==> src/rtl/lsu_ctrl_pkg.sv <==
// Shared constants for the load/store unit: funct3 width codes,
// FSM state encodings and fault codes.
package lsu_ctrl_pkg;

   localparam logic [2:0] F3_B  = 3'b000;
   localparam logic [2:0] F3_H  = 3'b001;
   localparam logic [2:0] F3_W  = 3'b010;
   localparam logic [2:0] F3_BU = 3'b100;
   localparam logic [2:0] F3_HU = 3'b101;

   typedef enum logic [1:0] {
      LSU_IDLE = 2'd0,
      LSU_REQ  = 2'd1,
      LSU_DONE = 2'd2
   } lsu_state_e;

   localparam logic [1:0] LSU_F_NONE  = 2'b00;
   localparam logic [1:0] LSU_F_MISAL = 2'b01;
   localparam logic [1:0] LSU_F_ILL   = 2'b10;
   localparam logic [1:0] LSU_F_TMO   = 2'b11;

endpackage

==> src/rtl/lsu_align.sv <==
// Combinational lane logic: byte enables, store lane replication,
// load extraction/extension and access legality flags.
module lsu_align
   import lsu_ctrl_pkg::*;
(
   input  logic        we_i,
   input  logic [2:0]  funct3_i,
   input  logic [1:0]  off_i,
   input  logic [31:0] wdata_i,
   input  logic [31:0] rdata_i,
   output logic [3:0]  be_o,
   output logic [31:0] wdata_o,
   output logic [31:0] rdata_o,
   output logic        misal_o,
   output logic        ill_o
);

   logic [31:0] shifted;

   always_comb begin
      be_o    = 4'b1111;
      wdata_o = wdata_i;
      rdata_o = rdata_i;
      shifted = rdata_i >> {off_i, 3'b000};

      if (we_i)
         ill_o = funct3_i[2] | (funct3_i == 3'b011);
      else
         ill_o = (funct3_i == 3'b011) | (funct3_i == 3'b110)
               | (funct3_i == 3'b111);

      misal_o = ((funct3_i[1:0] == 2'b01) & off_i[0])
              | ((funct3_i[1:0] == 2'b10) & (off_i != 2'b00));

      if (we_i) begin
         case (funct3_i[1:0])
            2'b00: begin
               be_o    = 4'b0001 << off_i;
               wdata_o = {4{wdata_i[7:0]}};
            end
            2'b01: begin
               be_o    = off_i[1] ? 4'b1100 : 4'b0011;
               wdata_o = {2{wdata_i[15:0]}};
            end
            default: begin
               be_o    = 4'b1111;
               wdata_o = wdata_i;
            end
         endcase
      end else begin
         case (funct3_i)
            F3_B:    rdata_o = {{24{shifted[7]}}, shifted[7:0]};
            F3_H:    rdata_o = {{16{shifted[15]}}, shifted[15:0]};
            F3_BU:   rdata_o = {24'd0, shifted[7:0]};
            F3_HU:   rdata_o = {16'd0, shifted[15:0]};
            default: rdata_o = rdata_i;
         endcase
      end
   end

endmodule

==> src/rtl/lsu_ctrl.sv <==
// Load/store unit controller: req/ack bus FSM with capture registers,
// stall generation, fault reporting and a bus timeout counter.
module lsu_ctrl
   import lsu_ctrl_pkg::*;
#(
   parameter int unsigned TIMEOUT = 255,
   parameter int unsigned CNT_W   = 8
) (
   input  logic        clk,
   input  logic        reset,
   input  logic        mem_valid,
   input  logic        mem_we,
   input  logic [2:0]  funct3,
   input  logic [31:0] addr,
   input  logic [31:0] wdata,
   output logic [31:0] readdata,
   output logic        stall,
   output logic        fault,
   output logic [1:0]  fault_code,
   output logic        bus_req,
   output logic        bus_we,
   output logic [31:0] bus_addr,
   output logic [31:0] bus_wdata,
   output logic [3:0]  bus_be,
   input  logic        bus_ack,
   input  logic [31:0] bus_rdata
);

   localparam logic [CNT_W-1:0] TMO_LAST = CNT_W'(TIMEOUT - 1);
   localparam logic [CNT_W-1:0] CNT_ONE  = CNT_W'(1);

   lsu_state_e  state_q, state_d;
   logic [CNT_W-1:0] cnt_q, cnt_d;
   logic [31:0] addr_q, addr_d;
   logic [2:0]  f3_q, f3_d;
   logic        we_q, we_d;
   logic [31:0] wdata_q, wdata_d;
   logic [3:0]  be_q, be_d;
   logic [31:0] rdata_q, rdata_d;
   logic        fault_q, fault_d;
   logic [1:0]  fcode_q, fcode_d;
   logic        stall_c;

   logic        in_req;
   logic [3:0]  al_be;
   logic [31:0] al_wdata, al_rdata;
   logic        al_misal, al_ill;

   assign in_req = (state_q == LSU_REQ);

   // Live inputs are checked in IDLE; captured ones drive load extraction.
   lsu_align u_align (
      .we_i     (in_req ? we_q : mem_we),
      .funct3_i (in_req ? f3_q : funct3),
      .off_i    (in_req ? addr_q[1:0] : addr[1:0]),
      .wdata_i  (wdata),
      .rdata_i  (bus_rdata),
      .be_o     (al_be),
      .wdata_o  (al_wdata),
      .rdata_o  (al_rdata),
      .misal_o  (al_misal),
      .ill_o    (al_ill)
   );

   always_ff @(posedge clk or posedge reset) begin
      if (reset) begin
         state_q <= LSU_IDLE;
         cnt_q   <= '0;
         addr_q  <= '0;
         f3_q    <= '0;
         we_q    <= 1'b0;
         wdata_q <= '0;
         be_q    <= '0;
         rdata_q <= '0;
         fault_q <= 1'b0;
         fcode_q <= LSU_F_NONE;
      end else begin
         state_q <= state_d;
         cnt_q   <= cnt_d;
         addr_q  <= addr_d;
         f3_q    <= f3_d;
         we_q    <= we_d;
         wdata_q <= wdata_d;
         be_q    <= be_d;
         rdata_q <= rdata_d;
         fault_q <= fault_d;
         fcode_q <= fcode_d;
      end
   end

   always_comb begin
      state_d = state_q;
      cnt_d   = cnt_q;
      addr_d  = addr_q;
      f3_d    = f3_q;
      we_d    = we_q;
      wdata_d = wdata_q;
      be_d    = be_q;
      rdata_d = rdata_q;
      fault_d = fault_q;
      fcode_d = fcode_q;
      stall_c = 1'b0;

      unique case (state_q)
         LSU_IDLE: begin
            cnt_d   = '0;
            fault_d = 1'b0;
            fcode_d = LSU_F_NONE;
            if (mem_valid) begin
               if (al_ill || al_misal) begin
                  state_d = LSU_DONE;
                  fault_d = 1'b1;
                  fcode_d = al_ill ? LSU_F_ILL : LSU_F_MISAL;
               end else begin
                  state_d = LSU_REQ;
                  stall_c = 1'b1;
                  addr_d  = addr;
                  f3_d    = funct3;
                  we_d    = mem_we;
                  wdata_d = al_wdata;
                  be_d    = al_be;
               end
            end
         end
         LSU_REQ: begin
            stall_c = 1'b1;
            cnt_d   = cnt_q + CNT_ONE;
            // Ack beats a coincident timeout.
            if (bus_ack) begin
               state_d = LSU_DONE;
               if (!we_q)
                  rdata_d = al_rdata;
            end else if (cnt_q == TMO_LAST) begin
               state_d = LSU_DONE;
               rdata_d = '0;
               fault_d = 1'b1;
               fcode_d = LSU_F_TMO;
            end
         end
         LSU_DONE: begin
            state_d = LSU_IDLE;
         end
         default: begin
            state_d = LSU_IDLE;
         end
      endcase
   end

   assign stall      = stall_c & ~reset;
   assign readdata   = rdata_q;
   assign fault      = (state_q == LSU_DONE) & fault_q;
   assign fault_code = fault ? fcode_q : LSU_F_NONE;
   assign bus_req    = in_req;
   assign bus_we     = in_req & we_q;
   assign bus_addr   = in_req ? {addr_q[31:2], 2'b00} : 32'd0;
   assign bus_wdata  = in_req ? wdata_q : 32'd0;
   assign bus_be     = in_req ? be_q : 4'b0000;

endmodule

==> config.mk <==
export PLATFORM = sky130hd
export DESIGN_NAME = lsu_ctrl
export DESIGN_NICKNAME = d
export VERILOG_FILES = /design/src/rtl/lsu_ctrl_pkg.sv /design/src/rtl/lsu_align.sv /design/src/rtl/lsu_ctrl.sv
export SDC_FILE = /design/constraint.sdc
export NUM_CORES = 1
export LEC_CHECK = 0
export ABC_AREA = 1
export CELL_PAD_IN_SITES_DETAIL_PLACEMENT = 1
export CELL_PAD_IN_SITES_GLOBAL_PLACEMENT = 1
export CORE_MARGIN = 4
export CORE_UTILIZATION = 33
export CTS_CLUSTER_SIZE = 25
export DETAILED_ROUTE_END_ITERATION = 6
export PLACE_DENSITY = 0.83
export SETUP_SLACK_MARGIN = 0.2
export SLEW_MARGIN = 20
export SYNTH_ARGS = -nofsm -noshare
export SYNTH_HDL_FRONTEND = slang
export SYNTH_SLANG_ARGS = --single-unit
==> constraint.sdc <==
create_clock -name clk -period 3.8 [get_ports clk]
set_clock_uncertainty 0.05 [all_clocks]
set_input_delay 0.38 -clock clk [delete_from_list [all_inputs] [get_ports clk]]
set_output_delay 0.38 -clock clk [all_outputs]
set_load 0.03 [all_outputs]
==> impl_metrics.prom <==
# TYPE chip_impl_metric gauge
chip_impl_metric{name="deepest_clock_path_buffer_count",unit=""} 2
chip_impl_metric{name="numClockSinks",unit=""} 117
chip_impl_metric{name="slew_headroom",unit=""} 0.396
chip_impl_metric{name="yosys.cell_types.count",unit=""} 36
chip_impl_info{name="crit_path_end_kind",value="primary output"} 1
chip_impl_metric{name="antenna_violating_nets_post_route",unit=""} 0
chip_impl_metric{name="maximum_capacitance_violations",unit=""} 0
chip_impl_metric{name="instances_no_fill",unit=""} 1445
chip_impl_metric{name="wire_per_inst",unit="um"} 16.3
chip_impl_metric{name="first_global_vias",unit=""} 7097
chip_impl_metric{name="reg2regPathDepth",unit=""} 10
chip_impl_metric{name="bufs_and_invs_on_worst_path",unit=""} 4
chip_impl_info{name="critical_path.most_common_cell",value="sky130_fd_sc_hd__buf_4"} 1
chip_impl_metric{name="critical_path_depth",unit=""} 11
chip_impl_info{name="timing.hold.worst.start",value="cnt_q[7]$_DFFE_PP0P_"} 1
chip_impl_info{name="clk_root_buffer_cell",value="sky130_fd_sc_hd__clkbuf_16"} 1
chip_impl_metric{name="post_drt_via_cell_ratio",unit=""} 4.62
chip_impl_info{name="r2r_start",value="state_q[1]$_DFFE_PP0P_"} 1
chip_impl_metric{name="tmin_final",unit="ps"} 3160
chip_impl_metric{name="power",unit="mW"} 7.23
chip_impl_info{name="cts_tree",value="built"} 1
chip_impl_metric{name="grt_util_all_layers",unit=""} 0.213
chip_impl_metric{name="syn_area",unit="sq um"} 6630
chip_impl_metric{name="max_freq",unit="MHz"} 316
chip_impl_metric{name="drv_slew",unit=""} 0
chip_impl_metric{name="ctsHoldBuffers",unit=""} 0
chip_impl_metric{name="numCtsBuffers",unit=""} 17
chip_impl_metric{name="detailedRoute.firstIterationViolations",unit=""} 335
chip_impl_metric{name="ff_latch_area",unit="sq um"} 2930
chip_impl_metric{name="drc",unit=""} 0
chip_impl_metric{name="sequential_cell_area_fraction_in_the_yosys_report",unit=""} 0.441
chip_impl_metric{name="post_synthesis_instance_total",unit=""} 973
chip_impl_info{name="critPathLaunch",value="state_q[1]$_DFFE_PP0P_"} 1
chip_impl_metric{name="preCtsSetupSlack",unit="ps"} 820
chip_impl_metric{name="data_required_time_of_the_worst_path",unit="ps"} 3370
chip_impl_metric{name="nNetsFinal",unit=""} 1273
chip_impl_metric{name="clkSlewWorstSetupHoldPaths",unit="ps"} 60
chip_impl_info{name="layout.cells.most_common",value="sky130_fd_sc_hd__nand2_1"} 1
chip_impl_metric{name="dp_hpwl",unit="mm"} 17.3
chip_impl_metric{name="post_synth.cell_area_avg",unit="sq um"} 6.82
chip_impl_info{name="critPathKind",value="register to primary output"} 1
chip_impl_metric{name="io_buffer_count",unit=""} 207
chip_impl_metric{name="postLayoutCellArea",unit="sq um"} 9450
chip_impl_metric{name="final_critical_path_setup_slack",unit="ps"} 639
chip_impl_info{name="crit_family",value="simple AND/OR/NAND/NOR gates"} 1
chip_impl_metric{name="postSynthRegisterBits",unit=""} 117
chip_impl_metric{name="layout-drive-gt1-share",unit=""} 0.0679
chip_impl_info{name="status",value="completed"} 1
chip_impl_metric{name="detailedRoute.firstPassIterationCount",unit=""} 4
chip_impl_metric{name="timing.critical_path.slowest_cell_delay",unit="ps"} 540
chip_impl_metric{name="grt_antenna_before_repair",unit=""} 2
chip_impl_metric{name="io_pins",unit=""} 210
chip_impl_metric{name="worst_ir_drop_vdd",unit="mV"} 0.384
chip_impl_metric{name="synthArstFlopShare",unit=""} 1.00
chip_impl_metric{name="timing.final.setup_violations",unit=""} 0
chip_impl_info{name="rsz0062_at_grt",value="no"} 1
chip_impl_metric{name="start_util",unit=""} 0.339
chip_impl_metric{name="placementRows",unit=""} 51
chip_impl_metric{name="reg2reg_slack",unit="ps"} 920
chip_impl_metric{name="cts_setup_buffers",unit=""} 0
chip_impl_metric{name="detailroute.via_count",unit=""} 6673
chip_impl_metric{name="timing.critical_path.fanout_max",unit=""} 34
chip_impl_metric{name="core_region_area",unit="sq um"} 19600
chip_impl_metric{name="drt_wl_total",unit="mm"} 23.6
chip_impl_metric{name="tightestPinTransition",unit="ps"} 907
chip_impl_metric{name="dieWidth",unit="um"} 150
chip_impl_info{name="startpoint_type",value="register"} 1
chip_impl_info{name="crit_slowest_cell",value="sky130_fd_sc_hd__dfrtp_1"} 1
chip_impl_metric{name="ctsHtreeMaxLevel",unit=""} 4
chip_impl_metric{name="post-place-cells",unit=""} 1413
chip_impl_info{name="layout_common_cells",value="sky130_fd_sc_hd__nand2_1 (430), sky130_fd_sc_hd__clkdlybuf4s50_1 (206), sky130_fd_sc_hd__inv_1 (122), sky130_fd_sc_hd__dfrtp_1 (117), sky130_fd_sc_hd__nor2_1 (106)"} 1
chip_impl_info{name="crit-reg2reg-capture",value="readdata[6]$_DFFE_PP0P_"} 1
chip_impl_metric{name="grt_overflow",unit=""} 0
chip_impl_info{name="crit_chain",value="inv_4, nand2_8, nand2_1, nand2_4, nor2_8, inv_2, nand4_1, nand3_4, buf_4, a21oi_2, buf_4"} 1
chip_impl_metric{name="gp_congestion",unit=""} 0.830
chip_impl_metric{name="die_height",unit="um"} 150
chip_impl_metric{name="period_share",unit=""} 0.832
chip_impl_metric{name="synth_edf_count",unit=""} 0
chip_impl_metric{name="layout-area-overhead-vs-synth",unit="%"} 42.5
chip_impl_metric{name="power.density_cell_area",unit="nW/um^2"} 765
chip_impl_metric{name="clock_latency",unit="ps"} 410
chip_impl_info{name="yosys_most_used_dff",value="sky130_fd_sc_hd__dfrtp_1"} 1
chip_impl_metric{name="utilization",unit=""} 0.483
chip_impl_info{name="min-delay-path-class",value="register to register"} 1
chip_impl_info{name="worst_setup_path_endpoint",value="stall"} 1
chip_impl_metric{name="hold_slack",unit="ps"} 415
chip_impl_metric{name="layout.filler_cells",unit=""} 2491
chip_impl_metric{name="dpl-instance-area",unit="sq um"} 8870
chip_impl_metric{name="setup_tns",unit="ps"} 0
chip_impl_metric{name="global_route_wire_length_before_repair",unit="mm"} 37.9
chip_impl_metric{name="cp.arrival",unit="ps"} 2730
chip_impl_metric{name="leakage_component_of_the_power",unit="nW"} 4.88
chip_impl_metric{name="finalHoldViolations",unit=""} 0
chip_impl_metric{name="dieArea",unit="sq um"} 22400
chip_impl_metric{name="multi_input_comb_area",unit="sq um"} 2950
chip_impl_metric{name="grt_start_max_net_pins",unit=""} 69
chip_impl_metric{name="ys.warnings.count",unit=""} 0
metal layers:
| layer | GRT usage | vias to the layer above | wire length (um) |
|---|---|---|---|
| li1 | - | 3293 | - |
| met1 | 0.273 | 3206 | 10200 |
| met2 | 0.362 | 142 | 11800 |
| met3 | 0.0506 | 30 | 1170 |
| met4 | 0.0581 | 2 | 380 |
| met5 | 0 | - | 13 |
worst register-to-register path, cell delays in order (launching register included):
cell,delay [ps]
sky130_fd_sc_hd__dfrtp_1,540
sky130_fd_sc_hd__inv_4,140
sky130_fd_sc_hd__nand2_8,230
sky130_fd_sc_hd__buf_4,400
sky130_fd_sc_hd__nand2_1,120
sky130_fd_sc_hd__o21ai_1,270
sky130_fd_sc_hd__nand2_1,440
sky130_fd_sc_hd__o22ai_1,240
sky130_fd_sc_hd__o21ai_0,170
sky130_fd_sc_hd__nand2_1,120
sky130_fd_sc_hd__nand2_1,50
where the power goes:
group / switching [mW] / internal, mW / leakage (nW) / total [mW]
Clock: 0.573 / 0.978 / 0.281 / 1.55
Combinational: 2.28 / 1.25 / 3.11 / 3.53
Sequential: 0.352 / 1.80 / 1.48 / 2.15
how the worst min path moves through the flow:
stage	to	depth (start not counted)	slack, ps
after global routing	addr_q[16]$_DFFE_PP0P_	3	440
after CTS	cnt_q[7]$_DFFE_PP0P_	1	420
final	cnt_q[7]$_DFFE_PP0P_	1	410
after floorplan	cnt_q[7]$_DFFE_PP0P_	1	380
after global placement	cnt_q[7]$_DFFE_PP0P_	1	400
after detailed placement	cnt_q[7]$_DFFE_PP0P_	1	410
cells in the mapped netlist (2+ instances only):
cell	count	area (sq um)
sky130_fd_sc_hd__o21ai_1	7	35.0
sky130_fd_sc_hd__nand2_4	4	45.0
sky130_fd_sc_hd__nand2_1	430	1610
sky130_fd_sc_hd__inv_2	8	30.0
sky130_fd_sc_hd__clkbuf_1	16	60.1
sky130_fd_sc_hd__a21oi_2	2	17.5
sky130_fd_sc_hd__buf_4	11	82.6
sky130_fd_sc_hd__buf_2	6	30.0
sky130_fd_sc_hd__nor2_1	106	398
sky130_fd_sc_hd__nand3_1	31	155
sky130_fd_sc_hd__mux2i_1	5	50.1
sky130_fd_sc_hd__nor3_1	4	20.0
sky130_fd_sc_hd__nand2_2	9	56.3
sky130_fd_sc_hd__dfrtp_1	117	2930
sky130_fd_sc_hd__a21oi_1	17	85.1
sky130_fd_sc_hd__o22ai_1	7	43.8
sky130_fd_sc_hd__o21ai_2	7	61.3
sky130_fd_sc_hd__nor3b_1	3	22.5
sky130_fd_sc_hd__o21ai_0	33	165
sky130_fd_sc_hd__inv_1	123	462
sky130_fd_sc_hd__buf_6	9	101
sky130_fd_sc_hd__nor2_2	2	12.5
sky130_fd_sc_hd__ha_1	2	25.0
sky130_fd_sc_hd__nand3b_1	2	15.0
kinds of logic after synthesis:
family / after synthesis / synth area share
mux: 5 / 0.00755
fa+ha+maj: 2 / 0.00377
buf+inv: 175 / 0.117
simple gates: 598 / 0.366
flops: 117 / 0.441
compound gates: 75 / 0.0640
other cells: 1 / 0.000565
what timing repair did:
item / CTS / global route
gates resized for setup: 0 / 1
endpoints found under the setup margin: 0 / 1
hold endpoints to repair: 0 / 0
state kept, by name (all words and copies together), names as in the netlist:
| signal | flops |
|---|---|
| state_q | 2 |
| cnt_q | 8 |
| readdata | 32 |
| addr_q | 32 |
| f3_q | 3 |
| wdata_q | 32 |
| be_q | 4 |
| we_q | 1 |
| fault_q | 1 |
| fcode_q | 2 |
area by class of cell:
type                    count  share of cell area
clock buffers              23              0.0527
flip-flops and latches    117               0.310
diodes                      1            0.000265
clock inverters             8             0.00781
inverters                 132              0.0529
multi-input cells         682               0.312
repair buffers            217               0.230
well taps                 265              0.0351
Power figures use the tool's default switching activity.
